--- config.mk ---
export PLATFORM = sky130hd
export DESIGN_NAME = param_counter
export DESIGN_NICKNAME = d
export VERILOG_FILES = /design/src/rtl/param_counter.sv
export SDC_FILE = /design/constraint.sdc
export NUM_CORES = 1
export LEC_CHECK = 0
export ABC_AREA = 0
export BUFFER_PORTS_ARGS = -buffer_cell sky130_fd_sc_hd__buf_2
export CAP_MARGIN = 40
export CORE_AREA = 2 2 59 61
export DETAILED_ROUTE_END_ITERATION = 12
export DIE_AREA = 0 0 61 63
export HOLD_SLACK_MARGIN = 0.12
export PLACE_DENSITY = 0.57
export RECOVER_POWER = 25
export SETUP_SLACK_MARGIN = 0.3
export SLEW_MARGIN = 5
export SYNTH_ARGS = -nofsm -noshare
export SYNTH_HDL_FRONTEND = slang
export SYNTH_SLANG_ARGS = --single-unit
--- constraint.sdc ---
create_clock -name clk -period 2.96 [get_ports clk]
set_clock_uncertainty 0.05 [all_clocks]
set_input_delay 0.148 -clock clk [delete_from_list [all_inputs] [get_ports clk]]
set_output_delay 0.148 -clock clk [all_outputs]
set_load 0.05 [all_outputs]
--- src/rtl/param_counter.sv ---
`default_nettype none
// ============================================================================
// Module   : param_counter
// Brief    : Parametrised up/down counter with runtime limit, wrap/saturate/
//            one-shot modes, sync clear/load and a registered terminal-count
//            pulse. Defaults reproduce the legacy 6-bit wrap counter.
// Revision : 1.0 - initial release
// ============================================================================
module param_counter #(
  parameter int               WIDTH     = 6,
  parameter logic [WIDTH-1:0] RESET_VAL = {WIDTH{1'b1}}
) (
  input  logic             clk,
  input  logic             rst,
  input  logic             clk_enable,
  input  logic             clear,
  input  logic             load,
  input  logic [WIDTH-1:0] load_value,
  input  logic             up_down,
  input  logic [1:0]       mode,
  input  logic [WIDTH-1:0] max_count,
  output logic [WIDTH-1:0] current_count,
  output logic             tc_pulse,
  output logic             done
);

  localparam logic [1:0]       c_MODE_SAT  = 2'b01;
  localparam logic [1:0]       c_MODE_ONE  = 2'b10;
  localparam logic [WIDTH-1:0] c_ONE       = {{(WIDTH-1){1'b0}}, 1'b1};
  localparam logic [WIDTH-1:0] c_ZERO      = {WIDTH{1'b0}};

  logic [WIDTH-1:0] r_count_q, w_count_d;
  logic             r_tc_q,    w_tc_d;
  logic             r_done_q,  w_done_d;
  logic             w_step;
  logic             w_at_boundary;

  // A step happens only when enabled and the one-shot has not completed.
  assign w_step = clk_enable && !r_done_q;

  // Up-direction boundary uses >= so a limit lowered below the count still
  // terminates; down-direction boundary is only the zero floor.
  assign w_at_boundary = up_down ? (r_count_q >= max_count) : (r_count_q == c_ZERO);

  // Next-state: clear beats load beats step; clear/load always kill the pulse.
  always_comb begin
    w_count_d = r_count_q;
    w_tc_d    = 1'b0;
    w_done_d  = r_done_q;
    if (clear) begin
      w_count_d = c_ZERO;
      w_done_d  = 1'b0;
    end else if (load) begin
      w_count_d = load_value;
      w_done_d  = 1'b0;
    end else if (w_step) begin
      if (!w_at_boundary) begin
        w_count_d = up_down ? (r_count_q + c_ONE) : (r_count_q - c_ONE);
      end else begin
        w_tc_d = 1'b1;
        if (up_down) begin
          case (mode)
            c_MODE_SAT: w_count_d = max_count;
            c_MODE_ONE: begin
              w_count_d = max_count;
              w_done_d  = 1'b1;
            end
            default:    w_count_d = c_ZERO;
          endcase
        end else begin
          case (mode)
            c_MODE_SAT: w_count_d = c_ZERO;
            c_MODE_ONE: begin
              w_count_d = c_ZERO;
              w_done_d  = 1'b1;
            end
            default:    w_count_d = max_count;
          endcase
        end
      end
    end
  end

  // State registers with asynchronous active-high reset.
  always_ff @(posedge clk or posedge rst) begin
    if (rst) begin
      r_count_q <= RESET_VAL;
      r_tc_q    <= 1'b0;
      r_done_q  <= 1'b0;
    end else begin
      r_count_q <= w_count_d;
      r_tc_q    <= w_tc_d;
      r_done_q  <= w_done_d;
    end
  end

  assign current_count = r_count_q;
  assign tc_pulse      = r_tc_q;
  assign done          = r_done_q;

endmodule
`default_nettype wire

# Yosys cells after proc, flatten, opt, wreduce, memory -nomap -nowiden
# Cells that the tools add are included.
# word_totals
regBits	8
latch_bits	0
mem_bits_rw	0
mem_bits_ro	0
input_bits	20
elab_cells	34
memories	0
# op_classes
n_addsub	2
n_mul	0
div	0
n_lt_le_gt_ge	1
n_eq_ne	2
shifts	0
muxes	18
bitwise	0
reduce_logical	8
# ops
op	count
2-to-1 mux 6 bit	8
2-to-1 mux 1 bit	10
nonzero test 3 bit	3
adder 6 x 1 -> 6 bit (second input constant)	1
>= comparator 6 bit	1
zero test 6 bit	1
subtractor 6 x 1 -> 6 bit (second input constant)	1
AND reduction 3 bit	1
== test 2 x 1 -> 1 bit (second input constant)	1
== test 2 bit (second input constant)	1
OR reduction 2 bit	1
logical AND 1 bit	1
zero test 1 bit	1

# Depth between registers and ports, before layout
# depth
ltp_word	8
ltp_mapped	8

# Worst setup path after synthesis
# Ideal clock, no wire load.
# synth_path
kind	register to register
from	register r_count_q[0], in the netlist current_count[0]
to	register r_count_q[1], in the netlist current_count[1]
setup_ns	0.089
arrival_time_ns	2.024
required_ns	2.821
slack_ns	0.797
stages_incl_launch_ff	8
n_path_buf	0
synth_period_minus_slack_ns	2.163
path_cell_list	dfstp_2 -> inv_1 -> ha_1 -> nand2b_1 -> a31oi_2 -> o211a_4 -> o21bai_2 -> a311oi_2
# synth_via
elab_chain_len	6
word_cells_on_any_way	10
# synth_lines
element	line_no	source
start, declared	32	logic [WIDTH-1:0] r_count_q, w_count_d;
start signal, assigned	91	r_count_q <= w_count_d;
subtractor 6 x 1 -> 6 bit, or another cell as far along	58	w_count_d = up_down ? (r_count_q + c_ONE) : (r_count_q - c_ONE);
2-to-1 mux 6 bit / 2-to-1 mux 1 bit (equally long branches)	58, 43	
2-to-1 mux 6 bit *	57	if (!w_at_boundary) begin
2-to-1 mux 6 bit *	56	end else if (w_step) begin
2-to-1 mux 6 bit *	53	end else if (load) begin
2-to-1 mux 6 bit *	50	if (clear) begin
# Mark *: on every way between the ends. The rest lies on a longest branch, timed or not. The select of a mux whose other input is x is not followed.
# A chain may end at the register's enable or synchronous reset.

# Final worst setup path
# Same ends and word-level chain as after synthesis.

==> results.toml <==
[logic_synthesis]
synth.top_cell.area_share_pct = 16.9
syn-num-nets = 136
synthArstFlopShare_pct = 100
synth_top_flop_cell = "dfstp_2"
synth_area_um2 = 933
yosysUniqueCellTypes = 38
ys_warn_count = 0
syn_area_per_cell_um2 = 8.97
synth_area_leader_cell = "dfstp_2"
synth_cells = 104
yosys-top-cells-area = "dfstp_2 17%, ha_1 15%, dfrtp_1 5.4%"
ys_ff_latch = 8
yosys.cell_count.top_type = "inv_1"
ys_seq_area_share_pct = 22.3
synth_edf_count = 0
synth_common_cells = "12 x inv_1, 11 x ha_1, 9 x a21oi_1"

[critical_path]
crit_path_max_incr_delay_ns = 0.56
critPathSlowestCell = "dfstp_2"
required_ns = 3.08
path_class = "register to register"
r2r_start = "current_count[0]"
r2r_slack_ns = 0.87
r2r_end = "current_count[1]"
cp-start-kind = "register"
end_kind = "register"
worstPathCellList = "inv_1 -> ha_1 -> nand2b_1 -> a31oi_2 -> o211a_4 -> o21bai_2 -> a311oi_2"
cp_max_fo = 8
worstRegToRegCells = 7
crit_arrival_ns = 2.21

[pwr]
power.density_nw_per_um2 = 388
switchingPower_uw = 188
switching_share_pct = 41.8
seqPwrFrac_pct = 31.1
leakage_nw = 0.538
power.total_uw = 449
pwr-share-clk_pct = 20.1
p_int_uw = 262
peakVddDrop_uv = 110
power_frac_comb_pct = 48.8

[floorplanning]
die-area_um2 = 3840
initial_core_util_pct = 28.9
core-area_um2 = 3230
rows = 21
die_w_um = 61
die-height_um = 63
ios = 28

[timing]
period_minus_slack_ns = 2.09
drv_slew = 0
tightest_slew_ns = 0.912
setup_tns_ns = 0
finalHoldViolCount = 0
fin_ws_ns = 0.872
fmax_ghz = 0.479
grt_setup_unrepaired = "no"
setup_violations = 0
period_share_pct = 70.6
slew-limit-headroom_pct = 39.2

[place]
dp_hpwl_um = 1990
post-place-ws_ns = 0.897
place.gp.congestion = 0.793
port_buffers = 27

[hold_path]
hold_path_class = "input port to register"
min_path_cells = 3
hold_path_end = "current_count[3]"
hp-start = "max_count[3]"

[global_routing]
grt_pass1_wl_um = 4150
grt_max_degree = 18
grt_pass1_vias = 908
grt_remaining_overflow = 0
grt_usage_pct = 13.8
grt_antenna_before_repair = 0

[cts]
clock_sinks = 8
cts-root-buf = "clkbuf_4"
path_clk_slew_ns = 0.06
cts_buffers = 3
htree_num_levels = 1
cts_tree = "built"
cts.path.max_buffers = 2
clock_latency_ns = 0.25

[outcome]
outcome = "finished, final reports clean"

[routing]
via_per_inst = 5.08
detail_route.wl_per_cell_um = 13.3
first_iter_violations = 38
dr.pass1.iters = 5
totalWireLength_um = 2420
drc_errors = 0
postRouteAntennaNets = 0
vias = 919

[final_layout]
nFillCells = 350
regArea_um2 = 208
antenna_cells = 0
drive_gt1_share_pct = 34.8
utilization_pct = 35.9
multiInputGateArea_um2 = 658
fin_nets = 168
area_growth_pct = 24.3

[run]
max_cap_viol_count = 0
metal layers:
metal	GRT usage [%]	vias to the layer above	share of wire, %
li1	-	451	-
met1	17.8	430	44
met2	22.4	31	49
met3	2.48	7	5.5
met4	4.89	0	1.9
met5	0	-	0
area by class of cell:
type,count,share of cell area [%]
sequential,8,17.9
inverter,12,3.88
tap,46,4.96
timing repair buffer,30,14.2
clock buffer,4,2.27
multi-input combinational,81,56.7
worst max path at each step:
| stage | startpoint | end | slack, ns | cells after the start |
|---|---|---|---|---|
| finish | current_count[0] | current_count[1] | 0.87 | 7 |
| global route | current_count[0] | current_count[0] | 0.72 | 7 |
| CTS | current_count[0] | current_count[1] | 0.87 | 7 |
| detailed placement | current_count[0] | current_count[1] | 0.90 | 7 |
| global placement | current_count[0] | current_count[1] | 0.95 | 7 |
| floorplan | current_count[0] | current_count[1] | 0.80 | 7 |
cells in the final DEF (no fill, tap or decap):
cell,instances
buf_2,27
inv_1,12
ha_1,11
a21oi_1,9
nor2_1,7
nand2b_1,6
dfstp_2,6
nand4b_1,5
a31oi_1,4
xor2_1,3
o21ai_0,3
o311ai_0,3
nand2_1,3
clkbuf_4,3
dlygate4sd3_1,3
a21o_1,2
a21oi_2,2
a311oi_2,2
xnor2_1,2
o21bai_1,2
dfrtp_1,2
a31oi_2,1
nand3_1,1
o211a_4,1
nor4_1,1
o211ai_2,1
nor2b_1,1
o21ai_2,1
o21bai_2,1
or2_1,1
nor4_2,1
nor3_1,1
o21a_1,1
a211oi_2,1
a221oi_1,1
o31ai_1,1
o221ai_1,1
fa_1,1
clkbuf_1,1
power by group through the flow:
stage | combinational [mW] | clock [mW] | sequential [mW]
6_report | 0.219 | 0.0902 | 0.140
5_1_grt | 0.244 | 0.0975 | 0.143
4_1_cts | 0.220 | 0.0919 | 0.140
3_5_place_dp | 0.216 | 0 | 0.141
3_3_place_gp | 0.212 | 0 | 0.141
2_1_floorplan | 0.134 | 0 | 0.169
cell families after synthesis:
family	synth area share, %
AO/OA/AOI/OAI	31.8
AND/OR/NAND/NOR	17.2
buffers and inverters	7.24
adder cells (fa/ha/maj)	16.9
flip-flops	22.3
XOR/XNOR	4.69
stage by stage:
| step | hold WS (ns) | area (um2) | cells |
|---|---|---|---|
| 6_report | 0.127 | 1160 | 181 |
| 5_1_grt | 0.154 | 1160 | 181 |
| 4_1_cts | 0.131 | 1160 | 181 |
| 3_5_place_dp | 0.0617 | 1100 | 174 |
| 3_3_place_gp | 0.0550 | 1100 | 174 |
| 2_1_floorplan | -0.0906 | 933 | 104 |
sequential cells by signal, indices dropped and copies added, names as in the netlist:
name / flops
current_count: 6
tc_pulse: 1
done: 1
worst max-delay path: cells and delay by family, from the launching register on:
family                   cells  cell delay [ns]
AND/OR/NAND/NOR              1             0.16
adder cells (fa/ha/maj)      1             0.27
AO/OA/AOI/OAI                4             0.86
buffers and inverters        1             0.10
flip-flops                   1             0.56
timing repair:
action,4_1_cts,5_1_grt
hold buffers,3,0
resized for setup,0,0
endpoints found under the setup margin,0,0
endpoints found under the hold margin,12,0
buffers inserted,0,0
(Power assumes the default switching activity.)
